**src/rtl/rv32i_pkg.sv**
```systemverilog
`default_nettype none
// ============================================================================
// Module      : rv32i_pkg
// Description : Shared RV32I constants: ALU_Ctrl codes, base opcodes,
//               funct3/funct7 values and the encoder FSM state type.
// Revision    : 1.0 - initial release
// ============================================================================
package rv32i_pkg;

    // ALU_Ctrl codes, shared with the ALU control decoder
    localparam logic [4:0] ALU_ADD   = 5'd1;
    localparam logic [4:0] ALU_ADDI  = 5'd2;
    localparam logic [4:0] ALU_OR    = 5'd3;
    localparam logic [4:0] ALU_ORI   = 5'd4;
    localparam logic [4:0] ALU_XOR   = 5'd5;
    localparam logic [4:0] ALU_XORI  = 5'd6;
    localparam logic [4:0] ALU_AND   = 5'd7;
    localparam logic [4:0] ALU_ANDI  = 5'd8;
    localparam logic [4:0] ALU_SUB   = 5'd9;
    localparam logic [4:0] ALU_SLT   = 5'd10;
    localparam logic [4:0] ALU_SLTI  = 5'd11;
    localparam logic [4:0] ALU_SLTU  = 5'd12;
    localparam logic [4:0] ALU_SLTIU = 5'd13;
    localparam logic [4:0] ALU_SLLI  = 5'd14;
    localparam logic [4:0] ALU_SRLI  = 5'd15;
    localparam logic [4:0] ALU_SRAI  = 5'd16;
    localparam logic [4:0] ALU_SLL   = 5'd17;
    localparam logic [4:0] ALU_SRL   = 5'd18;
    localparam logic [4:0] ALU_SRA   = 5'd19;

    // Base opcodes
    localparam logic [6:0] OP_RTYPE = 7'b0110011;
    localparam logic [6:0] OP_ITYPE = 7'b0010011;

    // funct3 values
    localparam logic [2:0] F3_ADD_SUB = 3'b000;
    localparam logic [2:0] F3_SLL     = 3'b001;
    localparam logic [2:0] F3_SLT     = 3'b010;
    localparam logic [2:0] F3_SLTU    = 3'b011;
    localparam logic [2:0] F3_XOR     = 3'b100;
    localparam logic [2:0] F3_SRL_SRA = 3'b101;
    localparam logic [2:0] F3_OR      = 3'b110;
    localparam logic [2:0] F3_AND     = 3'b111;

    // funct7 values (also imm[11:5] for immediate shifts)
    localparam logic [6:0] F7_BASE = 7'b0000000;
    localparam logic [6:0] F7_ALT  = 7'b0100000;

    typedef enum logic [1:0] {
        IDLE = 2'd0,
        RUN  = 2'd1,
        DONE = 2'd2
    } state_t;

    // I-type ops whose funct3 is a shift carry a shamt plus a fixed imm[11:5]
    function automatic logic is_imm_shift(input logic is_rtype, input logic [2:0] funct3);
        return !is_rtype && ((funct3 == F3_SLL) || (funct3 == F3_SRL_SRA));
    endfunction

endpackage
`default_nettype wire

```
**src/rtl/alu_op_field_lut.sv**
```systemverilog
`default_nettype none
// ============================================================================
// Module      : alu_op_field_lut
// Description : Combinational ALU_Ctrl -> {legal, is_rtype, funct3, funct7}.
// Revision    : 1.0 - initial release
// ============================================================================
module alu_op_field_lut
    import rv32i_pkg::*;
(
    input  logic [4:0] op,
    output logic       legal,
    output logic       is_rtype,
    output logic [2:0] funct3,
    output logic [6:0] funct7
);

    // Field table; unlisted codes fall through as illegal
    always_comb begin
        legal    = 1'b1;
        is_rtype = 1'b0;
        funct3   = F3_ADD_SUB;
        funct7   = F7_BASE;
        case (op)
            ALU_ADD:   begin is_rtype = 1'b1; funct3 = F3_ADD_SUB; end
            ALU_SUB:   begin is_rtype = 1'b1; funct3 = F3_ADD_SUB; funct7 = F7_ALT; end
            ALU_OR:    begin is_rtype = 1'b1; funct3 = F3_OR;      end
            ALU_XOR:   begin is_rtype = 1'b1; funct3 = F3_XOR;     end
            ALU_AND:   begin is_rtype = 1'b1; funct3 = F3_AND;     end
            ALU_SLT:   begin is_rtype = 1'b1; funct3 = F3_SLT;     end
            ALU_SLTU:  begin is_rtype = 1'b1; funct3 = F3_SLTU;    end
            ALU_SLL:   begin is_rtype = 1'b1; funct3 = F3_SLL;     end
            ALU_SRL:   begin is_rtype = 1'b1; funct3 = F3_SRL_SRA; end
            ALU_SRA:   begin is_rtype = 1'b1; funct3 = F3_SRL_SRA; funct7 = F7_ALT; end
            ALU_ADDI:  funct3 = F3_ADD_SUB;
            ALU_ORI:   funct3 = F3_OR;
            ALU_XORI:  funct3 = F3_XOR;
            ALU_ANDI:  funct3 = F3_AND;
            ALU_SLTI:  funct3 = F3_SLT;
            ALU_SLTIU: funct3 = F3_SLTU;
            ALU_SLLI:  funct3 = F3_SLL;
            ALU_SRLI:  funct3 = F3_SRL_SRA;
            ALU_SRAI:  begin funct3 = F3_SRL_SRA; funct7 = F7_ALT; end
            default:   legal = 1'b0;
        endcase
    end

endmodule
`default_nettype wire

```
**src/rtl/alu_op_encoder.sv**
```systemverilog
`default_nettype none
// ============================================================================
// Module      : alu_op_encoder
// Description : Encodes ALU_Ctrl requests into RV32I R/I-type words and
//               streams them into instruction memory from a base address.
// Revision    : 1.0 - initial release
// ============================================================================
module alu_op_encoder
    import rv32i_pkg::*;
#(
    parameter int ADDR_W = 10,
    parameter int CNT_W  = 8
) (
    input  logic              clk,
    input  logic              rst_n,
    input  logic              start,
    input  logic [ADDR_W-1:0] base_addr,
    input  logic [CNT_W-1:0]  word_count,
    input  logic              req_valid,
    output logic              req_ready,
    input  logic [4:0]        req_op,
    input  logic [4:0]        req_rd,
    input  logic [4:0]        req_rs1,
    input  logic [4:0]        req_rs2,
    input  logic [11:0]       req_imm,
    output logic              imem_we,
    output logic [ADDR_W-1:0] imem_addr,
    output logic [31:0]       imem_wdata,
    output logic              busy,
    output logic              done,
    output logic              err_illegal
);

    localparam logic [ADDR_W-1:0] c_addr_step = ADDR_W'(4);
    localparam logic [CNT_W-1:0]  c_last_word = CNT_W'(1);

    state_t            r_state;
    logic [ADDR_W-1:0] r_ptr;
    logic [CNT_W-1:0]  r_rem;
    logic              r_we;
    logic [ADDR_W-1:0] r_addr;
    logic [31:0]       r_wdata;
    logic              r_err;

    logic              w_legal;
    logic              w_is_rtype;
    logic [2:0]        w_funct3;
    logic [6:0]        w_funct7;
    logic [31:0]       w_word;

    alu_op_field_lut u_lut (
        .op       (req_op),
        .legal    (w_legal),
        .is_rtype (w_is_rtype),
        .funct3   (w_funct3),
        .funct7   (w_funct7)
    );

    // Assemble the instruction word from the looked-up fields and request
    always_comb begin
        w_word = {req_imm, req_rs1, w_funct3, req_rd, OP_ITYPE};
        if (w_is_rtype) begin
            w_word = {w_funct7, req_rs2, req_rs1, w_funct3, req_rd, OP_RTYPE};
        end else if (is_imm_shift(w_is_rtype, w_funct3)) begin
            w_word = {w_funct7, req_imm[4:0], req_rs1, w_funct3, req_rd, OP_ITYPE};
        end
    end

    // FSM, pointer/count and registered write port; illegal ops consume the
    // request but leave the write port, pointer and count untouched
    always_ff @(posedge clk or negedge rst_n) begin
        if (!rst_n) begin
            r_state <= IDLE;
            r_ptr   <= '0;
            r_rem   <= '0;
            r_we    <= 1'b0;
            r_addr  <= '0;
            r_wdata <= '0;
            r_err   <= 1'b0;
        end else begin
            r_we <= 1'b0;
            case (r_state)
                IDLE, DONE: begin
                    if (start) begin
                        r_ptr   <= {base_addr[ADDR_W-1:2], 2'b00};
                        r_rem   <= word_count;
                        r_err   <= 1'b0;
                        r_state <= (word_count == '0) ? DONE : RUN;
                    end
                end
                RUN: begin
                    if (req_valid) begin
                        if (w_legal) begin
                            r_we    <= 1'b1;
                            r_addr  <= r_ptr;
                            r_wdata <= w_word;
                            r_ptr   <= r_ptr + c_addr_step;
                            r_rem   <= r_rem - c_last_word;
                            if (r_rem == c_last_word) begin
                                r_state <= DONE;
                            end
                        end else begin
                            r_err <= 1'b1;
                        end
                    end
                end
                default: r_state <= IDLE;
            endcase
        end
    end

    assign req_ready   = (r_state == RUN);
    assign busy        = (r_state == RUN);
    assign done        = (r_state == DONE);
    assign imem_we     = r_we;
    assign imem_addr   = r_addr;
    assign imem_wdata  = r_wdata;
    assign err_illegal = r_err;

endmodule
`default_nettype wire

```
**config.mk**
```make
export PLATFORM = sky130hd
export DESIGN_NAME = alu_op_encoder
export DESIGN_NICKNAME = d
export VERILOG_FILES = /design/src/rtl/rv32i_pkg.sv /design/src/rtl/alu_op_field_lut.sv /design/src/rtl/alu_op_encoder.sv
export SDC_FILE = /design/constraint.sdc
export NUM_CORES = 1
export LEC_CHECK = 0
export ABC_CLOCK_PERIOD_IN_PS = 1600
export BUFFER_PORTS_ARGS = -buffer_cell sky130_fd_sc_hd__buf_2
export CORE_AREA = 5 5 90 84
export CTS_BUF_LIST = sky130_fd_sc_hd__clkbuf_4 sky130_fd_sc_hd__clkbuf_8
export DETAILED_ROUTE_END_ITERATION = 12
export DIE_AREA = 0 0 95 89
export PLACE_DENSITY = 0.75
export SKIP_CTS_REPAIR_TIMING = 1
export SKIP_LAST_GASP = 1
export SLEW_MARGIN = 20
export SYNTH_ARGS = -nofsm -noshare
export SYNTH_HDL_FRONTEND = slang
export SYNTH_SLANG_ARGS = --single-unit
export TNS_END_PERCENT = 30
```
**constraint.sdc**
```tcl
create_clock -name clk -period 1.6 [get_ports clk]
set_input_delay 0.16 -clock clk [delete_from_list [all_inputs] [get_ports clk]]
set_output_delay 0.16 -clock clk [all_outputs]
set_load 0.01 [all_outputs]
```
# Word level (Yosys, flattened, before mapping)
# Cells that the tools add are included.
[totals]
register_bits = 64
latchBits = 0
mem_bits_rw = 0
mem_bits_ro = 0
input_bits = 54
out_inout_bits = 47
n_memories = 0
[op_classes]
add_sub_neg = 2
n_mul = 0
div = 0
n_lt_le_gt_ge = 0
n_eq_ne = 29
n_shift = 0
mux = 27
n_bitwise = 0
reduce_logical = 21
[ops]
columns = ["op", "count"]
rows = [
  ["two-way mux 32 bit", 2],
  ["equality test 5 x 4 -> 1 bit (second input constant)", 8],
  ["two-way mux 10 bit", 3],
  ["two-way mux 8 bit", 3],
  ["case mux 3 bit (7 select lines)", 1],
  ["equality test 5 x 3 -> 1 bit (second input constant)", 4],
  ["equality test 5 bit (second input constant)", 4],
  ["case mux 10 bit (2 select lines)", 1],
  ["OR reduction 19 bit", 1],
  ["case mux 8 bit (2 select lines)", 1],
  ["OR reduction 2 bit", 7],
  ["AND reduction 4 bit", 3],
  ["adder 10 x 3 -> 10 bit (second input constant)", 1],
  ["equality test 5 x 2 -> 1 bit (second input constant)", 2],
  ["two-way mux 2 bit", 5],
  ["OR reduction 10 bit", 1],
  ["equality test 8 x 1 -> 1 bit (second input constant)", 1],
  ["zero test 8 bit", 1],
  ["two-way mux 1 bit", 8],
  ["subtractor 8 x 1 -> 8 bit (second input constant)", 1],
  ["two-way mux 6 bit", 1],
  ["!= test 2 bit (second input constant)", 3],
  ["equality test 5 x 1 -> 1 bit (second input constant)", 1],
  ["!= test 2 x 1 -> 1 bit (second input constant)", 2],
  ["other kinds (14)", 14],
]

# Longest topological paths before layout
# Gate-level depths: netlist of run 1.
[depth]
ltp_word = 8
ltp_mapped = 9

# Cells and area by module
# Synthesis of run 1 repeated with hierarchy kept, for this count alone.
[unflattened]
hier_cells = 329
hier_area_um2 = 2867.8
[by_module_without_submodules]
columns = ["mod", "instances", "cells_per_inst", "area_per_inst_um2", "seq_area_each_um2"]
rows = [
  ["alu_op_encoder", 1, 292, 2630.0, 1376.3],
  ["alu_op_field_lut", 1, 37, 237.7, 0.0],
]

# Worst setup path after synthesis of run 1
# No wires, ideal clock.
[synth_path]
path_kind = "reg-to-reg"
startpoint = "reg r_state[1]"
endpoint = "reg r_rem[5]"
arrival_ns = 1.442
required_ns = 1.466
setup_slack_ns = 0.024
stages_incl_launch_ff = 8
synth_period_minus_slack_ns = 1.576
cell_sequence = "dfrtp_1 > nand3b_1 > a211o_1 > and2_1 > buf_6 > buf_6 > a32oi_1 > o211ai_1"
[synth_via]
elab_chain_cells = 4
elab_cells_between_ends = 10
[synth_rtl]
columns = ["element", "line", "rtl"]
rows = [
  ["from (decl)", "alu_op_encoder.sv:37", "state_t r_state;"],
  ["from (signal assigned)", "alu_op_encoder.sv:88", "r_state <= (word_count == '0) ? DONE : RUN;"],
  ["equality test 2 bit / zero test 2 bit (equally long branches)", "alu_op_encoder.sv:82", "case (r_state)"],
  ["OR reduction 2 bit", "alu_op_encoder.sv:82", ""],
  ["!= test 2 bit (no source line) / nonzero test 2 bit (equally long branches)", "--", ""],
  ["AND reduction 4 bit (no source line)", "--", ""],
  ["to (signal assigned)", "alu_op_encoder.sv:86", "r_rem <= word_count;"],
  ["to (signal assigned)", "alu_op_encoder.sv:98", "r_rem <= r_rem - c_last_word;"],
  ["to (decl)", "alu_op_encoder.sv:39", "logic [CNT_W-1:0] r_rem;"],
]
# Parallel ways exist; a longest one is shown, timed or not.
# A chain may end at the register's enable or synchronous reset.

# Worst setup path in the final report of run 1
[layout_path]
startpoint = "reg r_state[1]"
endpoint = "reg r_ptr[4]"
[layout_via]
elab_chain_cells = 4
elab_cells_between_ends = 10
[layout_rtl]
columns = ["element", "line", "rtl"]
rows = [
  ["equality test 2 bit / zero test 2 bit (equally long branches)", "alu_op_encoder.sv:82", ""],
  ["OR reduction 2 bit", "alu_op_encoder.sv:82", ""],
  ["!= test 2 bit (no source line) / nonzero test 2 bit (equally long branches)", "--", ""],
  ["AND reduction 4 bit (no source line)", "--", ""],
  ["to (signal assigned)", "alu_op_encoder.sv:85", "r_ptr <= {base_addr[ADDR_W-1:2], 2'b00};"],
  ["to (signal assigned)", "alu_op_encoder.sv:97", "r_ptr <= r_ptr + c_addr_step;"],
  ["to (decl)", "alu_op_encoder.sv:38", "logic [ADDR_W-1:0] r_ptr;"],
]
# Parallel ways exist; a longest one is shown, timed or not.

==> impl_metrics.csv, run 1 <==
group,metric,value,unit
floorplan,die_area,8455,um2
hold_path,hold-path-cell-count,3,
global_routing,grt_pass1_wl,11.43,mm
yosys,synth-edff-count,0,
setup_path,end_kind,"register",
routing,drc,0,
clocking,clk_path_buf_depth,2,
timing,fmax,663.3,MHz
global_routing,first_global_vias,2615,
final_layout,final-instance-count-excl-fill,512,
timing,setup_violations,0,
floorplan,die_x,95,um
yosys,netlist_instances,318,
timing,fin_crit_sh,0.9423,
floorplan,start_util,0.4425,
timing,layout_setup_ws,0.09228,ns
yosys,synthFlopType,"dfrtp_1",
routing,dr.pass1.iters,4,
floorplan,io_pins,101,
timing,finalHoldWorstSlack,0.04427,ns
routing,drt-wirelength-per-cell,13.85,um
timing,final_hold_viol_count,0,
run,drv_cap,0,
yosys,synth.top_cells.by_area,"dfrtp_1, nand2_1, o21ai_0",
global_routing,grt.total_usage,0.1683,
timing,rsz0062_at_grt,"yes",
clocking,cts_buffers,5,
place,gp_congestion,0.8648,
setup_path,cp_max_fo,12,
final_layout,syn2layout_area_growth,28.38,%
setup_path,reg2reg_depth,4,
floorplan,die_height,89,um
global_routing,grt_antenna_before_repair,0,
timing,final_max_slew_viol_count,0,
setup_path,required,1.79,ns
final_layout,fin_util,0.5681,
yosys,synth_area,2853,um2
setup_path,arrival,1.70,ns
final_layout,layout_commonest_cell,"buf_2",
yosys,ys_seq_elements,55,
global_routing,grt_start_max_net_pins,56,
clocking,path_clk_slew,0.09,ns
timing,timing.final.crit_period,1.508,ns
final_layout,antenna_cells,0,
timing,clock_skew,0.005308,ns
routing,vias,2627,
setup_path,cp-start-kind,"register",
setup_path,worst-setup-path-type,"register to register",
clocking,clock_latency,0.30,ns
yosys,yosys_warnings,0,
place,pre_cts_ws,-0.03188,ns
floorplan,rows,28,
clocking,cts_tree,"built",
global_routing,grt-ovfl-total,0,
power_and_ir_drop,power_leakage,1.840,nW
clocking,cts_root_buffer,"clkbuf_8",
final_layout,final_cell_mix,"buf_2, nand2_1, dfrtp_1",
place,place.port_buffers,93,
routing,drtIter0Drc,84,
final_layout,drive_above_1_share,0.3365,
yosys,synthArstFlopShare,1.000,
power_and_ir_drop,ir_worst_vdd,0.7221,mV
place,dp_cells,501,
yosys,yosysSeqAreaShare,0.4825,
routing,routed_wl,7.091,mm
hold_path,hold_class,"input pin to register",
clocking,cts_sinks,55,
clocking,cts.htree.levels,2,
yosys,synth.largest_area_cell,"dfrtp_1",
routing,vias_per_cell,5.131,
routing,drtAntennaViolNets,0,
yosys,syn_area_per_cell,8.971,um2
power_and_ir_drop,p_per_area,1431,nW/um2
place,dp_hpwl,5.210,mm
final_layout,nets,479,
status,status,"complete, no violations",
yosys,synth.distinct_cells,51,
floorplan,coreArea,6446,um2
yosys,synth_top_area_share,0.4825,
final timing paths:
path	from	end	slack [ns]
worst max-delay path	r_state[1]$_DFFE_PN0P_	r_ptr[4]$_DFFE_PN0P_	0.09
worst min-delay path	req_rd[4]	imem_wdata[11]$_DFFE_PN0P_	0.04
worst max register to register	r_state[1]$_DFFE_PN0P_	r_ptr[4]$_DFFE_PN0P_	0.09
worst min register to register	imem_wdata[7]$_DFFE_PN0P_	imem_wdata[7]$_DFFE_PN0P_	0.47
max in group asynchronous	rst_n	r_state[0]$_DFFE_PN0P_	0.96
min in group asynchronous	rst_n	imem_wdata[23]$_DFFE_PN0P_	0.38
registers in the layout, indices dropped and copies added (netlist names):
name,count
imem_addr,8
r_state,2
imem_wdata,27
imem_we,1
r_rem,8
err_illegal,1
r_ptr,8
metal layers:
metal,vias to the layer above,track usage,share of wire
met4,0,0.04063,0.0087
met3,7,0.04125,0.088
met1,1221,0.2121,0.44
li1,1297,-,-
met2,102,0.2932,0.46
met5,-,0,0
worst max-delay path: stages (launching register included):
cell	delay (ns)
dfrtp_1	0.38
nand3b_1	0.18
a211o_4	0.32
and2_2	0.29
o22a_1	0.23
where the power goes:
group          switching (mW)  internal [mW]  total (mW)
Clock                   0.418          0.476       0.894
Combinational            1.21          0.958        2.17
Sequential              0.319           1.86        2.18
logic make-up after synthesis:
group,synth area share
other,0.001315
AND/OR/NAND/NOR,0.2044
buffers and inverters,0.07894
multiplexers,0.02851
flip-flops,0.4825
XOR/XNOR,0.003071
AO/OA/AOI/OAI,0.1882
adder cells (fa/ha/maj),0.01316
final cells by class:
| type | instances | area [um2] |
|---|---|---|
| inverter | 10 | 37.54 |
| clock inverter | 1 | 30.03 |
| timing repair buffer | 119 | 716.9 |
| tap | 90 | 112.6 |
| sequential | 55 | 1376 |
| fill | 613 | 2784 |
| clock buffer | 6 | 76.32 |
| multi-input combinational | 231 | 1313 |
synth_stat cells, types with 2 or more instances:
master / number
a22o_1: 6
nor2b_1: 7
a31oi_1: 2
and3_1: 4
o21ai_0: 21
buf_4: 10
ha_1: 3
nand2_1: 70
a211oi_1: 2
nor3_1: 2
nor2_1: 18
clkbuf_1: 2
dfrtp_1: 55
buf_2: 9
a22oi_1: 7
mux2i_1: 7
a21oi_1: 19
o21ai_1: 13
nand2b_1: 6
o22ai_1: 4
a21o_1: 2
buf_6: 5
inv_1: 9
a32oi_1: 2
and2_1: 2
nor4_1: 2
nand3_1: 5
stage by stage:
stage / total power [mW] / TNS, ns / cell area [um2]
finish: 5.240 / 0 / 3662
global route: 5.683 / -0.05832 / 3662
CTS: 5.219 / -0.1392 / 3600
detailed placement: 4.309 / -0.03188 / 3493
global placement: 4.221 / 0 / 3493
floorplan: 3.524 / 0 / 2868
No activity file was read; power rests on OpenSTA's default activity.
==> inputs of run 2 (changes only) <==
--- a/config.mk
+++ b/config.mk
@@ -12,6 +12,7 @@
 export DETAILED_ROUTE_END_ITERATION = 12
 export DIE_AREA = 0 0 95 89
 export PLACE_DENSITY = 0.75
+export REMOVE_ABC_BUFFERS = 1
 export SKIP_CTS_REPAIR_TIMING = 1
 export SKIP_LAST_GASP = 1
 export SLEW_MARGIN = 20
==> impl_metrics.csv, run 2 (same netlist as run 1, synthesis figures left out) <==
group,metric,value,unit
status,status,"complete, no violations",
final_layout,largest_reg_flops,27,
power_and_ir_drop,power_frac_comb,0.420,
setup_path,worst-setup-path-type,"register to primary output",
place,dp_hpwl,5.379,mm
global_routing,first_global_vias,2489,
setup_path,worstPathCellList,"buf_4 -> nand2b_1 -> inv_1 -> buf_6 -> buf_2",
final_layout,final_cell_mix,"buf_2, nand2_1, dfrtp_1",
final_layout,nets,481,
final_layout,drive_above_1_share,0.3365,
global_routing,grt_antenna_before_repair,0,
routing,drt-wirelength-per-cell,13.95,um
setup_path,cp_top_family,"buffers and inverters",
floorplan,coreArea,6446,um2
clocking,cts_root_buffer,"clkbuf_8",
power_and_ir_drop,clockPowerShare,0.156,
clocking,path_clk_slew,0.11,ns
setup_path,end_kind,"primary output",
timing,fmax,643.7,MHz
setup_path,arrival,1.39,ns
final_layout,antenna_cells,0,
clocking,cts_buffers,5,
routing,vias,2624,
place,gp_congestion,0.8990,
timing,clock_skew,0.007802,ns
timing,rsz0062_at_grt,"yes",
floorplan,start_util,0.4425,
place,dp_cells,504,
setup_path,cp-start-kind,"register",
timing,final_max_slew_viol_count,0,
setup_path,path_depth,5,
clocking,clk_path_buf_depth,2,
timing,timing.final.crit_period,1.553,ns
power_and_ir_drop,seqPwrFrac,0.424,
place,place.port_buffers,93,
clocking,cts_tree,"built",
global_routing,grt.total_usage,0.1693,
setup_path,critPathBufInv,4,
setup_path,cp-endpoint,"busy",
routing,routed_wl,7.186,mm
setup_path,slowest_stage,"dfrtp_1",
clocking,cts_sinks,55,
power_and_ir_drop,p_sw_frac,0.3915,
global_routing,grt_start_max_net_pins,41,
setup_path,required,1.44,ns
setup_path,critPathLaunch,"r_state[1]$_DFFE_PN0P_",
routing,drtIter0Drc,80,
power_and_ir_drop,power,5.146,mW
run,drv_cap,0,
floorplan,die_area,8455,um2
power_and_ir_drop,p_sw,2.014,mW
routing,vias_per_cell,5.095,
floorplan,die_x,95,um
global_routing,grt_pass1_wl,11.42,mm
hold_path,hold_class,"input pin to register",
power_and_ir_drop,p_per_area,1416,nW/um2
setup_path,r2r-end,"r_rem[5]$_DFFE_PN0P_",
timing,final_hold_viol_count,0,
clocking,clock_latency,0.31,ns
routing,drc,0,
routing,drtAntennaViolNets,0,
setup_path,r2r_start,"r_state[1]$_DFFE_PN0P_",
hold_path,hold-path-cell-count,3,
final_layout,syn2layout_area_growth,27.37,%
setup_path,reg2reg_depth,6,
final_layout,layout_commonest_cell,"buf_2",
power_and_ir_drop,power.internal,3.131,mW
floorplan,io_pins,101,
power_and_ir_drop,power_leakage,1.833,nW
setup_path,cp_max_fo,9,
power_and_ir_drop,ir_worst_vdd,0.5619,mV
setup_path,cpPeakStageDelay,0.38,ns
setup_path,r2r_slack,0.06,ns
routing,dr.pass1.iters,4,
timing,setup_violations,0,
final_layout,final-instance-count-excl-fill,515,
global_routing,grt-ovfl-total,0,
clocking,cts.htree.levels,2,
floorplan,die_height,89,um
floorplan,rows,28,
timing,fin_crit_sh,0.9709,
-- run 2: cell count changes in the layout (fill, tap and decap cells not counted), moves of 2 or more --
cell     previous run  this run
buf_12              4         2
buf_4              20        23
inv_2               2         0
o21ai_0            20        18
o21ai_1            14        16
-- run 2: routing by layer --
metal / part of all wire / up-vias / track usage / wire, um
li1: - / 1295 / - / -
met1: 0.44 / 1215 / 0.2226 / 3161
met2: 0.46 / 106 / 0.2798 / 3312
met3: 0.088 / 8 / 0.04461 / 632
met4: 0.011 / 0 / 0.04456 / 80
met5: 0 / - / 0 / 0
-- run 2: area by class of cell --
class	count	area (um2)
Fill cell	619	2813
Clock inverter	3	27.53
Timing Repair Buffer	122	715.7
Tap cell	90	112.6
Inverter	10	40.04
Clock buffer	5	68.82
Multi-Input combinational cell	230	1292
Sequential cell	55	1376
-- run 2: through the flow --
stage	setup WS, ns	hold slack [ns]	utilization	TNS [ns]	area [um2]
2_1_floorplan	-0.6514	-0.1356	-	-14.45	2680
3_3_place_gp	0.001821	0.1079	0.5396	0	3478
3_5_place_dp	-0.02208	0.1156	0.5396	-0.02707	3478
4_1_cts	-0.05541	-0.2264	0.5545	-0.1342	3575
5_1_grt	-0.05617	0.02715	0.5637	-0.1935	3633
6_report	0.04656	0.02785	0.5637	0	3633
-- run 2: worst min-delay path by stage --
stage	start	end	slack, ns
4_1_cts	rst_n	err_illegal$_DFFE_PN0P_	-0.23
3_3_place_gp	rst_n	imem_wdata[21]$_DFFE_PN0P_	0.11
6_report	req_rs1[4]	imem_wdata[19]$_DFFE_PN0P_	0.03
2_1_floorplan	rst_n	err_illegal$_DFFE_PN0P_	-0.14
5_1_grt	req_rs1[2]	imem_wdata[17]$_DFFE_PN0P_	0.03
3_5_place_dp	rst_n	imem_wdata[14]$_DFFE_PN0P_	0.12
-- run 2: worst reg2reg max path: stages (launching register included) --
cell      delay [ns]
dfrtp_1         0.38
nand3b_1        0.17
a211o_1         0.30
and2_4          0.17
buf_12          0.15
a32oi_1         0.14
o211ai_1        0.10
-- run 2: power groups by stage --
| stage | Sequential (mW) | Clock, mW | Combinational, mW |
|---|---|---|---|
| 5_1_grt | 2.24 | 0.892 | 2.45 |
| 3_5_place_dp | 2.20 | 0 | 2.11 |
| 6_report | 2.18 | 0.804 | 2.16 |
| 4_1_cts | 2.17 | 0.839 | 2.12 |
| 3_3_place_gp | 2.17 | 0 | 2.05 |
| 2_1_floorplan | 2.29 | 0 | 1.09 |
